--- src/rtl/multdiv_iter.sv ---
// multdiv_iter: iterative multiplier/divider, one result bit per cycle.
// Multiply uses shift-add on operand magnitudes. Divide uses restoring
// division on operand magnitudes. The sign is applied once, at the end.
//
// Ports
//   clock           rising-edge clock
//   reset           asynchronous active-high reset; forces IDLE
//   data_operandA   multiplicand / dividend
//   data_operandB   multiplier / divisor
//   ctrl_MULT       start multiply (sampled while data_inputRDY=1)
//   ctrl_DIV        start divide   (sampled while data_inputRDY=1)
//   data_result     low WIDTH bits of the product, or the quotient
//   data_exception  overflow or divide-by-zero for the current result
//   data_inputRDY   unit can accept an op this cycle (decoded from state)
//   data_resultRDY  one-cycle pulse: result and exception are valid
//
// state  | meaning
// IDLE   | waiting for an op
// RUN    | iterating (r_cnt counts down); finishes when r_cnt==0 or div-by-zero
// DONE   | result valid this cycle; a new op may be accepted
module multdiv_iter #(
    parameter int WIDTH  = 32,
    parameter bit SIGNED = 1'b1
) (
    input  logic             clock,
    input  logic             reset,
    input  logic [WIDTH-1:0] data_operandA,
    input  logic [WIDTH-1:0] data_operandB,
    input  logic             ctrl_MULT,
    input  logic             ctrl_DIV,
    output logic [WIDTH-1:0] data_result,
    output logic             data_exception,
    output logic             data_inputRDY,
    output logic             data_resultRDY
);
    localparam int CW = $clog2(WIDTH + 1);

    typedef enum logic [1:0] {S_IDLE, S_RUN, S_DONE} state_t;

    state_t             r_state, w_state_nxt;
    logic [2*WIDTH-1:0] r_acc;
    logic [WIDTH-1:0]   r_b;
    logic [CW-1:0]      r_cnt;
    logic               r_is_div, r_neg, r_dbz;
    logic [WIDTH-1:0]   r_result;
    logic               r_exc, r_rdy;

    logic               w_accept, w_finish;
    logic [WIDTH-1:0]   w_mag_a, w_mag_b;
    logic               w_neg_in;

    assign data_inputRDY  = (r_state != S_RUN);
    assign data_result    = r_result;
    assign data_exception = r_exc;
    assign data_resultRDY = r_rdy;

    assign w_accept = data_inputRDY & (ctrl_MULT ^ ctrl_DIV);
    assign w_finish = (r_state == S_RUN) & (r_dbz | (r_cnt == '0));

    assign w_mag_a  = (SIGNED && data_operandA[WIDTH-1]) ? -data_operandA : data_operandA;
    assign w_mag_b  = (SIGNED && data_operandB[WIDTH-1]) ? -data_operandB : data_operandB;
    assign w_neg_in = SIGNED & (data_operandA[WIDTH-1] ^ data_operandB[WIDTH-1]);

    // Shift-add step: the multiplier sits in the low half and shifts out
    // while partial sums enter from the top.
    logic [WIDTH:0]     w_sum;
    logic [2*WIDTH-1:0] w_mul_step;
    assign w_sum      = {1'b0, r_acc[2*WIDTH-1:WIDTH]} + {1'b0, (r_acc[0] ? r_b : '0)};
    assign w_mul_step = {w_sum, r_acc[WIDTH-1:1]};

    // Restoring step: {remainder, dividend/quotient} shifts left one bit.
    // The shifted remainder needs WIDTH+1 bits for the compare. When the
    // subtraction succeeds its result is < r_b, so WIDTH bits hold it exactly.
    logic [WIDTH:0]     w_rem_sh;
    logic               w_ge;
    logic [WIDTH-1:0]   w_sub, w_rem_new;
    logic [2*WIDTH-1:0] w_div_step;
    assign w_rem_sh   = r_acc[2*WIDTH-1:WIDTH-1];
    assign w_ge       = (w_rem_sh >= {1'b0, r_b});
    assign w_sub      = w_rem_sh[WIDTH-1:0] - r_b;
    assign w_rem_new  = w_ge ? w_sub : w_rem_sh[WIDTH-1:0];
    assign w_div_step = {w_rem_new, r_acc[WIDTH-2:0], w_ge};

    // Sign correction and exception decode on the finished accumulator.
    logic [2*WIDTH-1:0] w_prod;
    logic [WIDTH:0]     w_hi;
    logic               w_mul_exc;
    logic [WIDTH-1:0]   w_quot, w_quot_s;
    logic               w_div_exc;
    assign w_prod    = r_neg ? -r_acc : r_acc;
    assign w_hi      = w_prod[2*WIDTH-1:WIDTH-1];
    assign w_mul_exc = SIGNED ? ~((&w_hi) | (~|w_hi)) : (|w_prod[2*WIDTH-1:WIDTH]);
    assign w_quot    = r_acc[WIDTH-1:0];
    assign w_quot_s  = r_neg ? -w_quot : w_quot;
    // A positive quotient magnitude of 2^(WIDTH-1) only arises from MIN / -1.
    assign w_div_exc = SIGNED & ~r_neg & w_quot[WIDTH-1];

    always_ff @(posedge clock or posedge reset) begin
        if (reset) r_state <= S_IDLE;
        else       r_state <= w_state_nxt;
    end

    always_comb begin
        w_state_nxt = r_state;
        case (r_state)
            S_IDLE:  if (w_accept) w_state_nxt = S_RUN;
            S_RUN:   if (w_finish) w_state_nxt = S_DONE;
            S_DONE:  w_state_nxt = w_accept ? S_RUN : S_IDLE;
            default: w_state_nxt = S_IDLE;
        endcase
    end

    always_ff @(posedge clock or posedge reset) begin
        if (reset) begin
            r_acc    <= '0;
            r_b      <= '0;
            r_cnt    <= '0;
            r_is_div <= 1'b0;
            r_neg    <= 1'b0;
            r_dbz    <= 1'b0;
            r_result <= '0;
            r_exc    <= 1'b0;
            r_rdy    <= 1'b0;
        end else begin
            r_rdy <= w_finish;
            if (w_accept) begin
                r_acc    <= {{WIDTH{1'b0}}, w_mag_a};
                r_b      <= w_mag_b;
                r_cnt    <= CW'(WIDTH);
                r_is_div <= ctrl_DIV;
                r_neg    <= w_neg_in;
                r_dbz    <= ctrl_DIV & (data_operandB == '0);
            end else if ((r_state == S_RUN) && !w_finish) begin
                r_acc <= r_is_div ? w_div_step : w_mul_step;
                r_cnt <= r_cnt - CW'(1);
            end
            if (w_finish) begin
                if (r_dbz) begin
                    r_result <= '0;
                    r_exc    <= 1'b1;
                end else if (r_is_div) begin
                    r_result <= w_quot_s;
                    r_exc    <= w_div_exc;
                end else begin
                    r_result <= w_prod[WIDTH-1:0];
                    r_exc    <= w_mul_exc;
                end
            end
        end
    end
endmodule

--- config.mk ---
export PLATFORM = sky130hd
export DESIGN_NAME = multdiv_iter
export DESIGN_NICKNAME = d
export VERILOG_FILES = /design/src/rtl/multdiv_iter.sv
export SDC_FILE = /design/constraint.sdc
export NUM_CORES = 1
export LEC_CHECK = 0
export ABC_CLOCK_PERIOD_IN_PS = 10600
export CORE_UTILIZATION = 26
export CTS_CLUSTER_SIZE = 12
export DETAILED_ROUTE_END_ITERATION = 6
export MAX_ROUTING_LAYER = met4
export SLEW_MARGIN = 15
export SYNTH_ARGS = -nofsm -noshare
export SYNTH_HDL_FRONTEND = slang
export SYNTH_SLANG_ARGS = --single-unit
--- constraint.sdc ---
create_clock -name clock -period 10.6 [get_ports clock]
set_input_delay 2.12 -clock clock [delete_from_list [all_inputs] [get_ports clock]]
set_output_delay 2.12 -clock clock [all_outputs]
set_load 0.03 [all_outputs]
==> reports/metrics.cfg <==
[critical_path]
critPathMaxFanout=5
crit_required_ns=10.91
criticalPathCategory=in -> reg
critPathArrivalTime_ns=5.43
slowest_stage=sky130_fd_sc_hd__or4_1
worst_setup_path_end_kind=flop
timing.rr.start=r_acc[0]
crit_path_cell_trace=clkdlybuf4s50_1, or4_1, or4_1, or2_2, or3_1, or3_1, o41ai_1, xor2_1, o21ai_0
worst_setup_path_startpoint=data_operandB[8]
critPathMaxStageDelay_ns=0.60
cp_top_family=simple AND/OR/NAND/NOR gates
worstPathBufferInverterCount=1
crit_path_start_kind=input port

[floorplanning]
floorplan.initialDensity=0.263
rows=82
fp.dieW_um=227
core_area_um2=50100
chip_height_um=227
floorplan.die_area_um2=51600
io_pins=103

[yosys]
asyncSetResetFlopFracSynth=1.00
synth_sequential_area_ratio=0.268
ys_types=79
synth-main-ff-cell=sky130_fd_sc_hd__dfrtp_1
synth_edf_count=0
synthesis.area_um2=13200
post_synth_net_total=1829
ys_seq_elements=141
yosys_warnings=0
synthesis.instances=1690
syn_avg_cell_area_um2=7.80

[global_routing]
grtUsageMet3=0.0279
number_of_antenna_violations_at_the_first_check_in_global_routing=1
busiest_layer=met2
global_route_met1_usage=0.224
grt_util_all_layers=0.164
first_global_vias=11613
grt_remaining_overflow=0
grt_pass1_wl_um=64400
maximum_number_of_pins_on_one_net_before_global_route_repair=110
met2_resource_use_gr=0.248

[pwr]
vdd_drop_max_uv=141
pwr_dens_nw_per_um2=375
leakage_nw=6.37

[final_layout]
layout.nets=1850
layout.core_utilization=0.306
syn2layout_area_growth_pct=16.2
post_route_cells_drive_above_1_share=0.0510

[timing]
grt_setup_unrepaired=no
max_freq_ghz=0.195
min_period_ns=5.12
final.setup_skew_ns=0.0143
max-slew-margin-rel=0.372
max_slew.worst_pin.slew_ns=0.933
final_min_period_over_clock_period=0.483
setup-violations-final=0
total_negative_slack_for_setup_checks_ns=0
slew_violations=0
finalHoldViolations=0

[clocking]
clk-insertion-delay-late_ns=0.45
ctsRootBufferMaster=sky130_fd_sc_hd__clkbuf_16
clock_tree.buffer_depth=2
clk_pin_slew_ns=0.06
clock-sinks=141
cts_tree=done
postCtsHoldBufs=0
cts_htree_levels=4
numCtsBuffers=17
cts_setup_buffers=0
cts_resized=0

[route]
drt_wl_total_um=40800
via_per_inst=5.20
drtAntennaViolNets=0
drt_pre_antenna_iters=5
average_detailed_routed_wire_length_per_instance_um=17.0
drt_first_iter_violations=1053
drt_drc_violations_left=0
detailroute.via_count=12460

[placement]
place_hpwl_um=29800
globalplace.congestion=0.915
buffer_ports.inserted=102

[hold_path]
worst_min_path_start=data_result[18]
hold_path.class=reg -> reg

[job]
drv_cap=0

[outcome]
run_status=completed

-- cells by family after synthesis --
| kind of cell | count (synthesis) | synth area share |
|---|---|---|
| compound gates | 540 | 0.259 |
| xor+xnor | 163 | 0.108 |
| fa+ha+maj | 71 | 0.0686 |
| buf+inv | 186 | 0.0553 |
| flops | 141 | 0.268 |
| mux | 51 | 0.0390 |
| simple gates | 538 | 0.202 |
-- cells in the final DEF, fill, tap and decap left out, types with 14 or more instances in the layout --
cell type	n
sky130_fd_sc_hd__nor3_1	35
sky130_fd_sc_hd__a21o_1	31
sky130_fd_sc_hd__nand2_1	185
sky130_fd_sc_hd__nand4_1	14
sky130_fd_sc_hd__ha_1	69
sky130_fd_sc_hd__inv_1	70
sky130_fd_sc_hd__o21ai_0	200
sky130_fd_sc_hd__xor2_1	113
sky130_fd_sc_hd__a211oi_1	20
sky130_fd_sc_hd__o31ai_1	37
sky130_fd_sc_hd__nand3_1	30
sky130_fd_sc_hd__dfrtp_1	139
sky130_fd_sc_hd__o211ai_1	26
sky130_fd_sc_hd__clkbuf_16	17
sky130_fd_sc_hd__clkdlybuf4s50_1	101
sky130_fd_sc_hd__nor2_1	125
sky130_fd_sc_hd__o41ai_1	26
sky130_fd_sc_hd__or4_1	19
sky130_fd_sc_hd__a21oi_1	108
sky130_fd_sc_hd__xnor2_1	50
sky130_fd_sc_hd__nand2b_1	17
sky130_fd_sc_hd__nor4_1	15
sky130_fd_sc_hd__or3_1	20
sky130_fd_sc_hd__mux2i_1	48
-- final cells by class --
class / instances / area, um2
Antenna cell: 1 / 2.50
Clock buffer: 19 / 433
Clock inverter: 13 / 164
Fill cell: 5427 / 34800
Inverter: 72 / 275
Multi-Input combinational cell: 1363 / 8930
Sequential cell: 141 / 3530
Tap cell: 672 / 841
Timing Repair Buffer: 116 / 1130
-- worst register-to-register path, delay by kind of cell (launching register included) --
kind,cells,cell delay [ns]
adders and majority gates,1,0.33
DFF,1,0.49
AOI/OAI and AO/OA,9,2.78
buffers and inverters,2,0.78
and+or+nand+nor,2,0.39
-- routing by layer --
metal	part of all wire	vias to the layer above	wire length (um)
met3	0.058	43	2370
li1	-	6149	-
met2	0.44	347	17900
met4	0.018	0	745
met5	0	-	0
met1	0.48	5921	19800
-- cells in the mapped netlist (31+ instances only) --
| cell type | instances | share of area |
|---|---|---|
| sky130_fd_sc_hd__clkbuf_1 | 96 | 0.027 |
| sky130_fd_sc_hd__inv_1 | 71 | 0.020 |
| sky130_fd_sc_hd__xor2_1 | 113 | 0.075 |
| sky130_fd_sc_hd__mux2i_1 | 48 | 0.036 |
| sky130_fd_sc_hd__o21ai_0 | 200 | 0.076 |
| sky130_fd_sc_hd__nor2_1 | 127 | 0.036 |
| sky130_fd_sc_hd__a21oi_1 | 108 | 0.041 |
| sky130_fd_sc_hd__nand2_1 | 185 | 0.053 |
| sky130_fd_sc_hd__a21o_1 | 31 | 0.018 |
| sky130_fd_sc_hd__xnor2_1 | 50 | 0.033 |
| sky130_fd_sc_hd__dfrtp_1 | 141 | 0.27 |
| sky130_fd_sc_hd__nor3_1 | 35 | 0.013 |
| sky130_fd_sc_hd__o31ai_1 | 37 | 0.021 |
| sky130_fd_sc_hd__ha_1 | 69 | 0.066 |
-- per-stage QoR --
stage	setup slack, ns	total power, mW	area, um2	cells	hold WS (ns)
after floorplan	4.70	4.10	13200	1690	0.428
after global placement	4.98	5.01	14700	2363	0.455
after detailed placement	4.93	5.07	14700	2363	0.470
after CTS	5.41	5.72	15300	2395	0.484
after global routing	5.33	6.27	15300	2397	0.497
final	5.48	5.75	15300	2397	0.475
-- flip-flops by register name, indices dropped and copies added (netlist names), 2 cells and up --
register / flops
data_result: 32
r_acc: 64
r_b: 32
r_cnt: 6
r_state: 2
-- power breakdown --
part / leakage [nW] / switching, mW / internal, mW
logic: 4.36 / 2.26 / 1.60
clock network: 0.288 / 0.256 / 0.371
registers: 1.72 / 0.451 / 0.812
total: 6.37 / 2.97 / 2.78
-- worst paths after layout --
path	endpoint	slack (ns)	cells after the start
max	r_b[30]	5.48	9
min	data_result[18]	0.48	2
max reg2reg	r_acc[63]	5.72	14
min reg2reg	data_result[18]	0.48	2
max in group asynchronous	r_b[30]	7.17	3
min in group asynchronous	r_acc[30]	2.19	2
Power figures use the tool's default switching activity.
